<file path="src/rtl/wb_pkg.sv">
// Shared types and widths for the register-file writeback path.
package wb_pkg;

    localparam int REG_INDEX_WIDTH = 5;
    localparam int REG_COUNT       = 32;
    localparam int DATA_WIDTH      = 32;

    typedef struct packed {
        logic [REG_INDEX_WIDTH-1:0] index;
        logic [DATA_WIDTH-1:0]      data;
    } wb_entry_t;

endpackage

</file>
<file path="src/rtl/wb_result_fifo.sv">
// In-order buffer for long-latency results waiting for the register-file write port.
module wb_result_fifo
    import wb_pkg::*;
#(
    parameter int DEPTH = 2
) (
    input  logic                   clk,
    input  logic                   reset,
    input  logic                   push,
    input  wb_entry_t              push_entry,
    input  logic                   pop,
    output wb_entry_t              head_entry,
    output logic [$clog2(DEPTH):0] count,
    output logic                   full,
    output logic                   empty
);

    localparam int PW = $clog2(DEPTH);

    wb_entry_t      mem_q [DEPTH];
    logic [PW-1:0]  rd_ptr_q, rd_ptr_d;
    logic [PW-1:0]  wr_ptr_q, wr_ptr_d;
    logic [PW:0]    count_q, count_d;
    logic           do_push, do_pop;

    always_comb begin
        full     = (count_q == (PW+1)'(DEPTH));
        empty    = (count_q == '0);
        do_push  = push && !full;
        do_pop   = pop && !empty;
        rd_ptr_d = rd_ptr_q + PW'(do_pop);
        wr_ptr_d = wr_ptr_q + PW'(do_push);
        count_d  = count_q + (PW+1)'(do_push) - (PW+1)'(do_pop);
    end

    assign head_entry = mem_q[rd_ptr_q];
    assign count      = count_q;

    always_ff @(posedge clk) begin
        if (!reset) begin
            rd_ptr_q <= '0;
            wr_ptr_q <= '0;
            count_q  <= '0;
        end else begin
            rd_ptr_q <= rd_ptr_d;
            wr_ptr_q <= wr_ptr_d;
            count_q  <= count_d;
        end
    end

    // Storage is don't-care while empty, so it needs no reset.
    always_ff @(posedge clk) begin
        if (do_push) begin
            mem_q[wr_ptr_q] <= push_entry;
        end
    end

endmodule

</file>
<file path="src/rtl/writeback_arbiter.sv">
// Merges ALU and long-latency results onto the single register-file write port.
// Optional WB_BYPASS_EN adds operand-forwarding taps off the registered write stage.
module writeback_arbiter
    import wb_pkg::*;
#(
    parameter int DATA_WIDTH      = wb_pkg::DATA_WIDTH,
    parameter int LATE_FIFO_DEPTH = 2
) (
    input  logic                               clk,
    input  logic                               reset,
    input  logic                               aluWriteValid,
    input  logic [4:0]                         aluWriteIndex,
    input  logic [DATA_WIDTH-1:0]              aluWriteData,
    input  logic                               lateIssueValid,
    input  logic [4:0]                         lateIssueIndex,
    input  logic                               lateResultValid,
    output logic                               lateResultReady,
    input  logic [4:0]                         lateResultIndex,
    input  logic [DATA_WIDTH-1:0]              lateResultData,
`ifdef WB_BYPASS_EN
    input  logic [4:0]                         source1RegisterIndex,
    input  logic [4:0]                         source2RegisterIndex,
    output logic                               bypass1Valid,
    output logic [DATA_WIDTH-1:0]              bypass1Data,
    output logic                               bypass2Valid,
    output logic [DATA_WIDTH-1:0]              bypass2Data,
`endif
    output logic [4:0]                         writeRegisterIndex,
    output logic [DATA_WIDTH-1:0]              writeRegisterData,
    output logic                               shouldWrite,
    output logic [31:0]                        pendingMask,
    output logic [$clog2(LATE_FIFO_DEPTH):0]   fifoCount
);

    wb_entry_t        fifo_head, late_entry;
    logic             fifo_full, fifo_empty;
    logic             late_accept, sel_alu, sel_fifo, sel_bypass, sel_any;
    logic             push, pop;
    logic [4:0]       sel_index;
    logic [DATA_WIDTH-1:0] sel_data;

    logic             should_write_q, should_write_d;
    logic [4:0]       write_index_q, write_index_d;
    logic [DATA_WIDTH-1:0] write_data_q, write_data_d;
    logic [31:0]      pending_q, pending_d;

    // Ready comes only from registered occupancy, so a full FIFO refuses even when popping.
    assign lateResultReady = !fifo_full;
    assign late_entry      = '{index: lateResultIndex, data: lateResultData};

    always_comb begin
        late_accept = lateResultValid && lateResultReady;
        sel_alu     = aluWriteValid;
        sel_fifo    = !aluWriteValid && !fifo_empty;
        sel_bypass  = !aluWriteValid && fifo_empty && late_accept;
        sel_any     = sel_alu || sel_fifo || sel_bypass;
        pop         = sel_fifo;
        push        = late_accept && !sel_bypass;

        sel_index = lateResultIndex;
        sel_data  = lateResultData;
        if (sel_alu) begin
            sel_index = aluWriteIndex;
            sel_data  = aluWriteData;
        end else if (sel_fifo) begin
            sel_index = fifo_head.index;
            sel_data  = fifo_head.data;
        end

        should_write_d = sel_any && (sel_index != 5'd0);
        write_index_d  = sel_any ? sel_index : write_index_q;
        write_data_d   = sel_any ? sel_data  : write_data_q;

        // Clear before set so a newly issued op to the same register stays outstanding.
        pending_d = pending_q;
        if (sel_fifo || sel_bypass) begin
            pending_d[sel_index] = 1'b0;
        end
        if (lateIssueValid) begin
            pending_d[lateIssueIndex] = 1'b1;
        end
        pending_d[0] = 1'b0;
    end

    always_ff @(posedge clk) begin
        if (!reset) begin
            should_write_q <= 1'b0;
            write_index_q  <= '0;
            write_data_q   <= '0;
            pending_q      <= '0;
        end else begin
            should_write_q <= should_write_d;
            write_index_q  <= write_index_d;
            write_data_q   <= write_data_d;
            pending_q      <= pending_d;
        end
    end

    wb_result_fifo #(
        .DEPTH (LATE_FIFO_DEPTH)
    ) u_late_fifo (
        .clk        (clk),
        .reset      (reset),
        .push       (push),
        .push_entry (late_entry),
        .pop        (pop),
        .head_entry (fifo_head),
        .count      (fifoCount),
        .full       (fifo_full),
        .empty      (fifo_empty)
    );

    assign shouldWrite        = should_write_q;
    assign writeRegisterIndex = write_index_q;
    assign writeRegisterData  = write_data_q;
    assign pendingMask        = pending_q;

`ifdef WB_BYPASS_EN
    always_comb begin
        bypass1Valid = should_write_q && (write_index_q == source1RegisterIndex)
                       && (write_index_q != 5'd0);
        bypass2Valid = should_write_q && (write_index_q == source2RegisterIndex)
                       && (write_index_q != 5'd0);
        bypass1Data  = write_data_q;
        bypass2Data  = write_data_q;
    end
`endif

endmodule

</file>
<file path="config.mk">
export PLATFORM = sky130hd
export DESIGN_NAME = writeback_arbiter
export DESIGN_NICKNAME = d
export VERILOG_FILES = /design/src/rtl/wb_pkg.sv /design/src/rtl/wb_result_fifo.sv /design/src/rtl/writeback_arbiter.sv
export SDC_FILE = /design/constraint.sdc
export NUM_CORES = 1
export LEC_CHECK = 0
export BUFFER_PORTS_ARGS = -buffer_cell sky130_fd_sc_hd__buf_2
export CAP_MARGIN = 20
export CORE_ASPECT_RATIO = 0.8
export CORE_MARGIN = 3
export CORE_UTILIZATION = 54
export CTS_CLUSTER_SIZE = 16
export DETAILED_ROUTE_END_ITERATION = 6
export GPL_TIMING_DRIVEN = 0
export PLACE_DENSITY = 0.87
export SETUP_SLACK_MARGIN = 0.15
export SLEW_MARGIN = 20
export SYNTH_ARGS = -nofsm -noshare
export SYNTH_HDL_FRONTEND = slang
export SYNTH_SLANG_ARGS = --single-unit
export TNS_END_PERCENT = 30
</file>
<file path="constraint.sdc">
create_clock -name clk -period 3 [get_ports clk]
set_input_delay 0.15 -clock clk [delete_from_list [all_inputs] [get_ports clk]]
set_output_delay 0.15 -clock clk [all_outputs]
set_load 0.02 [all_outputs]
</file>
; Word level (Yosys, flattened, before mapping)
; Memories as Yosys holds them, arrays and structs flattened. A register that Yosys moved wholly into a read port is not among the register bits.
; Index checks and enable logic that the tools add are counted.
[classes]
add_sub_neg = 4
n_lt_le_gt_ge = 4
n_eq_ne = 1
mux = 13
n_bitwise = 3
n_reduce_logical = 19
[ops]
columns = operator, n
row1 = 32-bit two-way mux, 4
row2 = 32-bit bitwise AND, 1
row3 = 32-bit NOT, 1
row4 = 32-bit OR, 1
row5 = 5-bit by 6-bit < comparator with 1-bit output (second input constant), 2
row6 = 1-bit demux with 5-bit select, 2
row7 = 5-bit by 1-bit >= comparator with 1-bit output (second input constant), 2
row8 = 1-bit logical AND, 10
row9 = 5-bit two-way mux, 2
row10 = 1-bit two-way mux, 5
row11 = 5-bit nonzero test, 1
row12 = 1-bit zero test, 4
row13 = 1-bit logical OR, 3
row14 = 1-bit adder, 2
row15 = 2-bit by 1-bit adder with 2-bit output, 1
row16 = 2-bit == test (second input constant), 1
row17 = 2-bit zero test, 1
row18 = 2-bit by 1-bit subtractor with 2-bit output, 1
[totals]
reg_bits = 74
mem_bits_rw = 74
inputBits = 84
out_inout_bits = 73
wordCells = 53
mem_count = 1
[memory_table]
columns = name, depth, width, read_ports, rd_clocked_by_memory_dff, write_ports, line_no
row1 = u_late_fifo.mem_q, 2, 37, 1, 1, 1, wb_result_fifo.sv:20  ; wb_entry_t mem_q [DEPTH];

; Logic depth before layout (Yosys ltp)
; Gate-level depths: netlist of run 1.
[depth]
ltp_word = 14
ltp_mapped = 9
ltp_nobuf = 7

; Cells and area by module
; From an unflattened synthesis of run 1, not the netlist that was laid out.
[hier_totals]
hier_cells = 545
hier_area_um2 = 6751.5
[by_module_without_submodules]
columns = module, instances, cells_per_inst, area_each_um2, seq_area_each_um2
row1 = writeback_arbiter, 1, 405, 3664.8, 1381.3
row2 = wb_result_fifo, 1, 140, 3086.7, 2322.2

; Worst setup path after synthesis of run 1
; OpenSTA, ideal clock, no wires.
[synth_path]
kind = register -> register
startpoint = register u_late_fifo.count_q[0] (netlist: u_late_fifo.count[0])
endpoint = memory u_late_fifo.mem_q[1][0] (netlist bit), enable pin
setup_ps = 398
t_arrival_ps = 2387
required_time_ps = 2602
setup_slack_ps = 215
stages_incl_launch_ff = 6
path_buffers = 2
synth_period_minus_slack_ps = 2785
path_cell_list = dfxtp_1 buf_2 buf_1 inv_1 a21boi_0 ha_1
[synth_via]
elab_chain_cells = 9
elab_cells_between_ends = 11
cone_classes = eq/ne: 1 / mux: 2 / reduce/logical: 8
[synth_lines]
columns = item, line_no
row1 = from (decl), wb_result_fifo.sv:23  ; logic [PW:0] count_q, count_d;
row2 = from (signal assigned), wb_result_fifo.sv:47  ; count_q <= count_d;
row3 = 2-bit == test, wb_result_fifo.sv:27  ; full = (count_q == (PW+1)'(DEPTH));
row4 = 1-bit zero test, "wb_result_fifo.sv:29, writeback_arbiter.sv:48"
row5 = 1-bit logical AND, writeback_arbiter.sv:52  ; late_accept = lateResultValid && lateResultReady;
row6 = 1-bit logical AND, writeback_arbiter.sv:55  ; sel_bypass = !aluWriteValid && fifo_empty && late_accept;
row7 = 1-bit zero test, writeback_arbiter.sv:58  ; push = late_accept && !sel_bypass;
row8 = 1-bit logical AND, writeback_arbiter.sv:58
row9 = 1-bit logical AND *, wb_result_fifo.sv:29  ; do_push = push && !full;
row10 = 1-bit two-way mux *, wb_result_fifo.sv:53  ; if (do_push) begin
row11 = 1-bit two-way mux (implied by the code) *, wb_result_fifo.sv:54  ; mem_q[wr_ptr_q] <= push_entry;
row12 = to (decl), wb_result_fifo.sv:20
; Every way passes the cells marked *; elsewhere a longest branch is shown, timed or not.

; Final worst setup path of run 1
[layout_path]
startpoint = register u_late_fifo.count_q[1] (netlist: u_late_fifo.count[1])
endpoint = memory u_late_fifo.mem_q[0][23] (netlist bit), enable pin
; The elaborated chain is that of the path after synthesis.

==> results of run 1 <==
[Yosys cell counts, types with 2 or more instances]
library cell and instances:
nand2_1 22, xnor2_1 2, nand4bb_1 3, a31oi_1 8
clkbuf_1 38, dfxtp_1 74, buf_2 10, nand4_1 2
inv_1 9, buf_6 2, nor3_1 13, a21oi_1 34
a41oi_1 24, o21ai_0 63, a211oi_1 36, a222oi_1 2
edfxtp_1 74, nand4b_1 3, nor2_1 80, and2_1 2
buf_4 3, nand2b_1 7, nor4_1 2, or2_2 3
ha_1 4, mux2i_1 40, nor2b_1 5, nand3_1 8
buf_1 6, nor4b_1 32
[routing by layer]
metal	up-vias	routed length [um]	track usage, %
met3	63	2150	7.82
met4	0	644	12.9
met1	3071	8470	41.6
met5	-	0	0
met2	436	10200	49.6
li1	2806	-	-
[through the flow]
stage	setup WS (ns)	area (sq um)
after floorplan	0.215	6580
after global placement	-0.454	7520
after detailed placement	0.0987	7580
after CTS	0.168	8770
after global routing	-0.00629	8770
final	0.0989	8770
[sequential cells by signal, summed over array words and instances, names as in the netlist, named ones only]
name,count
u_late_fifo.mem_q,74
writeRegisterData,32
pendingMask,31
writeRegisterIndex,5
u_late_fifo.count,2
shouldWrite,1
u_late_fifo.rd_ptr_q,1
u_late_fifo.wr_ptr_q,1
[repair_timing]
action                                  4_1_cts  5_1_grt
hold endpoints to repair                     96        0
endpoints found under the setup margin        0       38
resized for setup                             0        0
hold buffers                                 59        0
[worst reg2reg max path, stage by stage (launching register included)]
cell,delay (ns)
dfxtp_1,0.38
clkbuf_1,0.31
buf_1,0.34
nand2b_1,0.24
a21boi_0,0.40
ha_2,0.68
buf_16,0.25
[worst min path at each step]
stage                            start                  endpoint  cells past startpoint
floorplan            lateResultData[0]   u_late_fifo.mem_q[0][0]                      0
global placement    lateResultIndex[3]  u_late_fifo.mem_q[1][35]                      1
detailed placement  lateResultIndex[3]  u_late_fifo.mem_q[0][35]                      1
CTS                   aluWriteData[24]     writeRegisterData[24]                      3
global route          aluWriteData[31]     writeRegisterData[31]                      3
finish                 aluWriteData[6]      writeRegisterData[6]                      3
[power breakdown]
| part | switching [mW] | total (mW) | internal [mW] |
|---|---|---|---|
| logic | 1.28 | 1.97 | 0.684 |
| registers | 0.112 | 2.51 | 2.40 |
| clock network | 0.880 | 2.19 | 1.31 |
[cell families (layout without fill, tap and decap cells)]
| logic type | after synthesis | count (layout) | share of synthesized area [%] |
|---|---|---|---|
| AOI/OAI and AO/OA | 175 | 175 | 17.2 |
| xor gates and xnor gates | 3 | 3 | 0.399 |
| DFF | 148 | 148 | 56.3 |
| muxes | 40 | 40 | 6.08 |
| other | 1 | 1 | 0.0570 |
| buffers and inverters | 69 | 312 | 4.52 |
| and+or+nand+nor | 183 | 183 | 14.7 |
| adders and majority gates | 4 | 4 | 0.760 |
[cell type report]
cell class                 count  area, sq um  area share [%]
inverter                      10         37.5           0.428
sequential                   148         3700            42.2
multi-input combinational    406         2580            29.5
clock inverter                15          179            2.04
tap                          148          185            2.11
buffer                        59          260            2.97
clock buffer                  17          425            4.85
timing repair buffer         211         1400            15.9
==> flow_summary.json, run 1 <==
{
  "synthCells": 623,
  "status": "finished clean",
  "ant_nets": 0,
  "rsz0062_at_grt": "yes",
  "r2r.worst_path.cells": 6,
  "final_cells": 1014,
  "ys.flop_type": "edfxtp_1",
  "path_delay_family": "buffers and inverters",
  "place.gp.congestion": 0.936,
  "yosysSeqAreaShare_pct": 56.3,
  "final_common_cell": "buf_2",
  "fmax_mhz": 345,
  "timing.slew.headroom_pct": 46.8,
  "fin_hold_ws_ns": 0.00269,
  "io_buffers": 150,
  "ir_drop_uv": 548,
  "critPathLaunch": "u_late_fifo.count[1]",
  "die-height_um": 105,
  "cp_num_cells": 6,
  "worst_pin_slew_ns": 0.798,
  "reg2reg_to": "u_late_fifo.mem_q[0][23]",
  "wirelength_mm": 21.5,
  "critical_path_class": "reg2reg",
  "die_w_um": 129,
  "cap_violations": 0,
  "antenna_found_initial": 0,
  "setup-tns-final_ns": 0,
  "post-dp-hpwl_mm": 13.7,
  "path_buf_inv": 3,
  "synth_cell_type_count": 42,
  "endpoint_kind": "register",
  "grt_remaining_overflow": 0,
  "grt_usage_pct": 31.5,
  "path_cells": "clkbuf_1, buf_1, nand2b_1, a21boi_0, ha_2, buf_16",
  "grt_pass1_wl_mm": 32.9,
  "cts_num_sinks": 148,
  "clock_latency_ns": 0.42,
  "n_antenna_cell": 0,
  "fillers": 747,
  "start_util_pct": 56.3,
  "r2r_start": "u_late_fifo.count[1]",
  "cp_slowest_cell": "ha_2",
  "clock_path_buffers": 2,
  "synthArstFlopShare_pct": 0,
  "endpoint": "u_late_fifo.mem_q[0][23]",
  "grt_max_degree": 20,
  "dieArea_sq_um": 13600,
  "tritoncts": "yes",
  "drc_errors": 0,
  "routed_via_density": 6.29,
  "skew_ns": 0.00680,
  "core_area_sq_um": 11700,
  "numCtsBuffers": 17,
  "post_cts_buffers": 0,
  "drt_pre_antenna_iters": 6,
  "synth_edf_count": 74,
  "htreeDepth": 4,
  "finalPower_mw": 6.68,
  "fin_nets": 941,
  "crit_required_ns": 3.13,
  "synth_area_per_cell_sq_um": 10.6,
  "yosysTopAreaCellShare_pct": 33.8,
  "synth_area_leaders": "edfxtp_1 34%, dfxtp_1 23%, mux2i_1 6.1%",
  "dp.cells": 923,
  "io_pins": 157,
  "num_vias": 6376,
  "syn_area_sq_um": 6580,
  "wire_per_inst_um": 21.2,
  "syn_nets": 711,
  "cts.clk_slew.worst_paths_ns": 0.06,
  "arrival_ns": 3.03,
  "synth_seq_cells": 148,
  "startpoint_type": "register",
  "synth_area_leader_cell": "edfxtp_1",
  "powerDensity_nw_per_um2": 761,
  "rrSetupSlack_ns": 0.1,
  "drv_slew": 0,
  "fin_util_pct": 75.0,
  "syn_to_final_growth_pct": 33.3,
  "first_global_vias": 6253,
  "hold_class": "in2reg",
  "slowest_delay_ns": 0.68,
  "mostFrequentLayoutCells": "160 x buf_2, 80 x nor2_1, 74 x dfxtp_1, 74 x edfxtp_1, 63 x o21ai_0",
  "root_buffer": "clkbuf_16",
  "drt_iter0_drc": 850,
  "worstPathMaxFanout": 19,
  "setup-violations-final": 0,
  "drive_gt1_share_pct": 24.1,
  "ys_warn_count": 0,
  "period_share_pct": 96.7,
  "leakage_nw": 3.38,
  "hold_violations": 0,
  "period_minus_slack_ns": 2.90,
  "rows": 35
}
Note: power is estimated with default switching activity, not from simulation.
==> inputs of run 2 (changes only) <==
--- a/config.mk
+++ b/config.mk
@@ -9,11 +9,12 @@
 export CAP_MARGIN = 20
 export CORE_ASPECT_RATIO = 0.8
 export CORE_MARGIN = 3
-export CORE_UTILIZATION = 54
+export CORE_UTILIZATION = 56
+export CTS_BUF_LIST = sky130_fd_sc_hd__clkbuf_8
 export CTS_CLUSTER_SIZE = 16
 export DETAILED_ROUTE_END_ITERATION = 6
 export GPL_TIMING_DRIVEN = 0
-export PLACE_DENSITY = 0.87
+export PLACE_DENSITY = 0.9
 export SETUP_SLACK_MARGIN = 0.15
 export SLEW_MARGIN = 20
 export SYNTH_ARGS = -nofsm -noshare
==> flow_summary.json, run 2 (synthesis gave the netlist of run 1 again) <==
{
  "status": "finished with violations",
  "failed_checks": "DRC",
  "place.gp.congestion": 1.04,
  "grt_max_degree": 20,
  "io_buffers": 150,
  "start_util_pct": 58.8,
  "path_delay_family": "buffers and inverters",
  "wl_met2_mm": 10.2,
  "numCtsBuffers": 17,
  "drive_gt1_share_pct": 23.3,
  "tritoncts": "yes",
  "ir_drop_uv": 358,
  "htreeDepth": 4,
  "drc_errors": 18,
  "cts_num_sinks": 148,
  "period_minus_slack_ns": 2.70,
  "routed_via_density": 6.54,
  "rows": 34,
  "worstPathMaxFanout": 19,
  "critical_path_class": "reg2reg",
  "grt_usage_pct": 33.2,
  "path_cells": "buf_2, buf_1, inv_1, a21boi_1, ha_4, buf_16",
  "hold_violations": 0,
  "drt_iter0_drc": 1124,
  "fmax_mhz": 370,
  "hp-start": "aluWriteIndex[0]",
  "cp_slowest_cell": "a21boi_1",
  "post_cts_buffers": 0,
  "wl_met1_mm": 8.17,
  "ant_nets": 0,
  "crit_required_ns": 3.15,
  "antenna_found_initial": 0,
  "num_vias": 6673,
  "drv_slew": 0,
  "hold_class": "in2reg",
  "leakage_nw": 3.36,
  "clock_latency_ns": 0.46,
  "period_share_pct": 90.1,
  "fin_util_pct": 77.9,
  "critPathLaunch": "u_late_fifo.count[0]",
  "fin_nets": 951,
  "first_global_vias": 6296,
  "die_w_um": 127,
  "syn_to_final_growth_pct": 32.5,
  "clock_path_buffers": 2,
  "place_area_sq_um": 7570,
  "dieArea_sq_um": 13100,
  "startpoint_type": "register",
  "drt_pre_antenna_iters": 7,
  "rsz0062_at_grt": "no",
  "setup-violations-final": 0,
  "slowest_delay_ns": 0.46,
  "powerDensity_nw_per_um2": 719,
  "timing.slew.headroom_pct": 43.2,
  "skew_ns": 0.0181,
  "cts.clk_slew.worst_paths_ns": 0.07,
  "max_flop_register": "u_late_fifo.mem_q",
  "grt_pass1_wl_mm": 33.3,
  "cap_violations": 0,
  "stdcell_area_sq_um": 8720,
  "die-height_um": 103,
  "io_pins": 157,
  "r2r_start": "u_late_fifo.count[0]",
  "grt_remaining_overflow": 0,
  "post-dp-hpwl_mm": 13.4,
  "largest_reg_flops": 74,
  "core_area_sq_um": 11200,
  "arrival_ns": 2.86,
  "top_layer_used": "met4",
  "root_buffer": "clkbuf_8",
  "final_common_cell": "buf_2",
  "path_buf_inv": 4,
  "wirelength_mm": 22.1,
  "fillers": 647,
  "endpoint_kind": "register",
  "wire_per_inst_um": 21.7,
  "mostFrequentLayoutCells": "160 x buf_2, 80 x nor2_1, 74 x dfxtp_1, 74 x edfxtp_1, 69 x dlygate4sd3_1",
  "worst_pin_slew_ns": 0.852,
  "wl_met3_mm": 2.64,
  "n_antenna_cell": 0
}
run 2: cell types whose count changed in the layout (fill, tap and decap cells not counted), sizes merged:
cell,delta
clkinv,-4
inv,+2
bufinv,+2
dlygate4sd3,+10
run 2: through the flow:
step / instances / total power, mW / TNS (ns) / hold slack (ns) / setup slack [ns]
finish: 1020 / 6.27 / 0 / 0.0399 / 0.298
floorplan: 623 / 3.75 / 0 / 0.249 / 0.215
global route: 1020 / 6.47 / 0 / 0.0600 / 0.203
CTS: 1020 / 6.11 / 0 / 0.0219 / 0.201
global placement: 917 / 4.22 / -30.10 / 0.354 / -0.409
detailed placement: 919 / 4.34 / 0 / 0.358 / 0.178
run 2: report_power, final:
part           internal, mW  total, mW  switching [mW]  leakage, nW
clock                 0.970       1.75           0.779        0.225
sequential             2.40       2.52           0.121         1.29
combinational         0.701       2.00            1.30         1.85
run 2: worst paths after layout:
| path | end | slack [ns] | cells past startpoint |
|---|---|---|---|
| worst max-delay path | u_late_fifo.mem_q[1][34] | 0.30 | 6 |
| worst min-delay path | shouldWrite | 0.04 | 3 |
| worst max register to register | u_late_fifo.mem_q[1][34] | 0.30 | 6 |
| worst min register to register | writeRegisterData[9] | 0.51 | 2 |
run 2: routing by layer:
layer	up-vias	GRT usage (%)
li1	2817	-
met1	3159	42.4
met2	578	53.9
met3	119	8.23
met4	0	15.6
met5	-	0
run 2: cell type report:
| class | count | area [sq um] | share of cell area [%] |
|---|---|---|---|
| inverters | 10 | 37.5 | 0.431 |
| plain buffers | 59 | 260 | 2.99 |
| clock buffers | 17 | 234 | 2.68 |
| flip-flops and latches | 148 | 3700 | 42.5 |
| repair buffers | 221 | 1500 | 17.2 |
| well taps | 144 | 180 | 2.07 |
| clock inverters | 15 | 200 | 2.30 |
| multi-input cells | 406 | 2610 | 29.9 |
run 2: worst min-delay path, cell delays in order:
cell	delay [ns]
buf_2	0.09
a211oi_1	0.06
a31oi_1	0.15
run 2: what timing repair did:
| action | 4_1_cts | 5_1_grt |
|---|---|---|
| hold endpoints to repair | 106 | 0 |
| gates resized for setup | 0 | 3 |
| hold buffers | 69 | 0 |
| endpoints found under the setup margin | 0 | 65 |
==> inputs of run 3 (changes only) <==
==> constraint.sdc (replaced) <==
create_clock -name clk -period 3 [get_ports clk]
set_input_delay 0.3 -clock clk [delete_from_list [all_inputs] [get_ports clk]]
set_output_delay 0.3 -clock clk [all_outputs]
set_load 0.1 [all_outputs]
==> flow_summary.json, run 3 (synthesis gave the netlist of run 1 again) <==
{
  "path_cells": "buf_2, buf_1, inv_1, a21boi_0, ha_2",
  "largest_reg_flops": 74,
  "core_area_sq_um": 11200,
  "swShare_pct": 41.8,
  "worstPathMaxFanout": 37,
  "io_pins": 157,
  "io_buffers": 150,
  "grt_remaining_overflow": 0,
  "critical_path_class": "reg2reg",
  "ant_nets": 0,
  "clock_latency_ns": 0.45,
  "r2r.worst_path.cells": 5,
  "num_vias": 6045,
  "rrSetupSlack_ns": 0.09,
  "htreeDepth": 4,
  "switchingPower_mw": 2.76,
  "setup-tns-final_ns": 0,
  "cts.clk_slew.worst_paths_ns": 0.08,
  "place.gp.congestion": 1.03,
  "rsz0062_at_grt": "yes",
  "final_common_cell": "buf_2",
  "numCtsBuffers": 17,
  "fmax_mhz": 343,
  "syn_to_final_growth_pct": 20.2,
  "grt_max_degree": 38,
  "hold_class": "in2reg",
  "fin_nets": 880,
  "first_global_vias": 5883,
  "p_comb_share_pct": 38.2,
  "register_area_sq_um": 3700,
  "hold_depth": 1,
  "arrival_ns": 2.98,
  "wire_per_inst_um": 20.4,
  "dieArea_sq_um": 13100,
  "drt_pre_antenna_iters": 5,
  "drt_iter0_drc": 741,
  "routed_via_density": 6.37,
  "clock_path_buffers": 2,
  "cts.repair.resized": 0,
  "grt_usage_pct": 29.0,
  "max_flop_register": "u_late_fifo.mem_q",
  "holdBufCountCts": 0,
  "n_antenna_cell": 0,
  "stdcell_area_sq_um": 7910,
  "post_cts_buffers": 0,
  "tritoncts": "yes",
  "wirelength_mm": 19.4,
  "drv_slew": 0,
  "clock_power_share_pct": 23.7,
  "period_minus_slack_ns": 2.91,
  "crit_required_ns": 3.07,
  "finalPower_mw": 6.59,
  "root_buffer": "clkbuf_8",
  "worst_pin_slew_ns": 1.02,
  "post-dp-hpwl_mm": 13.7,
  "status": "finished clean",
  "cts_num_sinks": 148,
  "power.internal_mw": 3.84,
  "start_util_pct": 58.8,
  "endpoint_kind": "register",
  "multi_input_area_sq_um": 2580,
  "grt_pass1_wl_mm": 29.7,
  "dp.cells": 917,
  "cp_slowest_cell": "ha_2",
  "startpoint_type": "register",
  "die-height_um": 103,
  "fin_util_pct": 70.7,
  "setup-violations-final": 0,
  "drc_errors": 0,
  "fin_ws_ns": 0.0858,
  "post-place-ws_ns": -0.168,
  "drive_gt1_share_pct": 25.5,
  "rows": 34,
  "ir_drop_uv": 781,
  "skew_ns": 0.0118,
  "fillers": 795,
  "timing.slew.headroom_pct": 32.2,
  "cap_violations": 0,
  "die_w_um": 127,
  "place_area_sq_um": 7520,
  "fin_hold_ws_ns": 0.0538,
  "pwr-share-seq_pct": 38.1,
  "mostFrequentLayoutCells": "160 x buf_2, 80 x nor2_1, 74 x edfxtp_1",
  "period_share_pct": 97.1,
  "antenna_found_initial": 0,
  "powerDensity_nw_per_um2": 833,
  "leakage_nw": 3.04,
  "hold_violations": 0,
  "slowest_delay_ns": 0.96,
  "final_cells": 949
}
==> run 3: cell types whose count changed in the layout (fill, tap and decap cells not counted), moves of 2 or more <==
| cell | change |
|---|---|
| clkinvlp_4 | -2 |
| ha_4 | -2 |
| ha_2 | +2 |
| bufinv_16 | -2 |
| dlygate4sd3_1 | -69 |
| clkinv_2 | +2 |
| inv_4 | +3 |
| buf_16 | -2 |
==> run 3: final cells by class <==
class                           instances  area share, %
Sequential cell                       148           46.8
Multi-Input combinational cell        406           32.7
Timing Repair Buffer                  150           9.49
Buffer                                 59           3.29
Clock buffer                           18           3.13
Tap cell                              144           2.28
Clock inverter                         14           1.85
Inverter                               10          0.474
==> run 3: critical path: cells and delay by family (launching register included) <==
kind / cells / cell delay, ns
adder cells (fa/ha/maj): 1 / 0.96
buffers and inverters: 3 / 0.82
flip-flops: 1 / 0.37
AO/OA/AOI/OAI: 1 / 0.36
==> run 3: power by group through the flow <==
| stage | clock, mW | combinational, mW | sequential (mW) |
|---|---|---|---|
| after CTS | 1.56 | 2.48 | 2.51 |
| after global routing | 1.66 | 2.65 | 2.53 |
| final | 1.56 | 2.52 | 2.51 |
| after detailed placement | 0 | 2.47 | 2.55 |
| after global placement | 0 | 2.40 | 2.53 |
| after floorplan | 0 | 1.11 | 3.34 |
==> run 3: path summary, 6_finish.rpt <==
| path | end | start |
|---|---|---|
| setup / recovery | u_late_fifo.mem_q[0][32] | u_late_fifo.count[0] |
| hold / removal | u_late_fifo.mem_q[0][20] | lateResultData[20] |
| setup reg to reg | u_late_fifo.mem_q[0][32] | u_late_fifo.count[0] |
| hold reg to reg | writeRegisterData[9] | writeRegisterData[9] |
==> run 3: routing by layer <==
| layer | wire (um) | GRT usage (%) |
|---|---|---|
| met1 | 7690 | 38.1 |
| met2 | 8890 | 45.5 |
| met3 | 2240 | 9.63 |
| met4 | 539 | 11.0 |
| met5 | 0 | 0 |
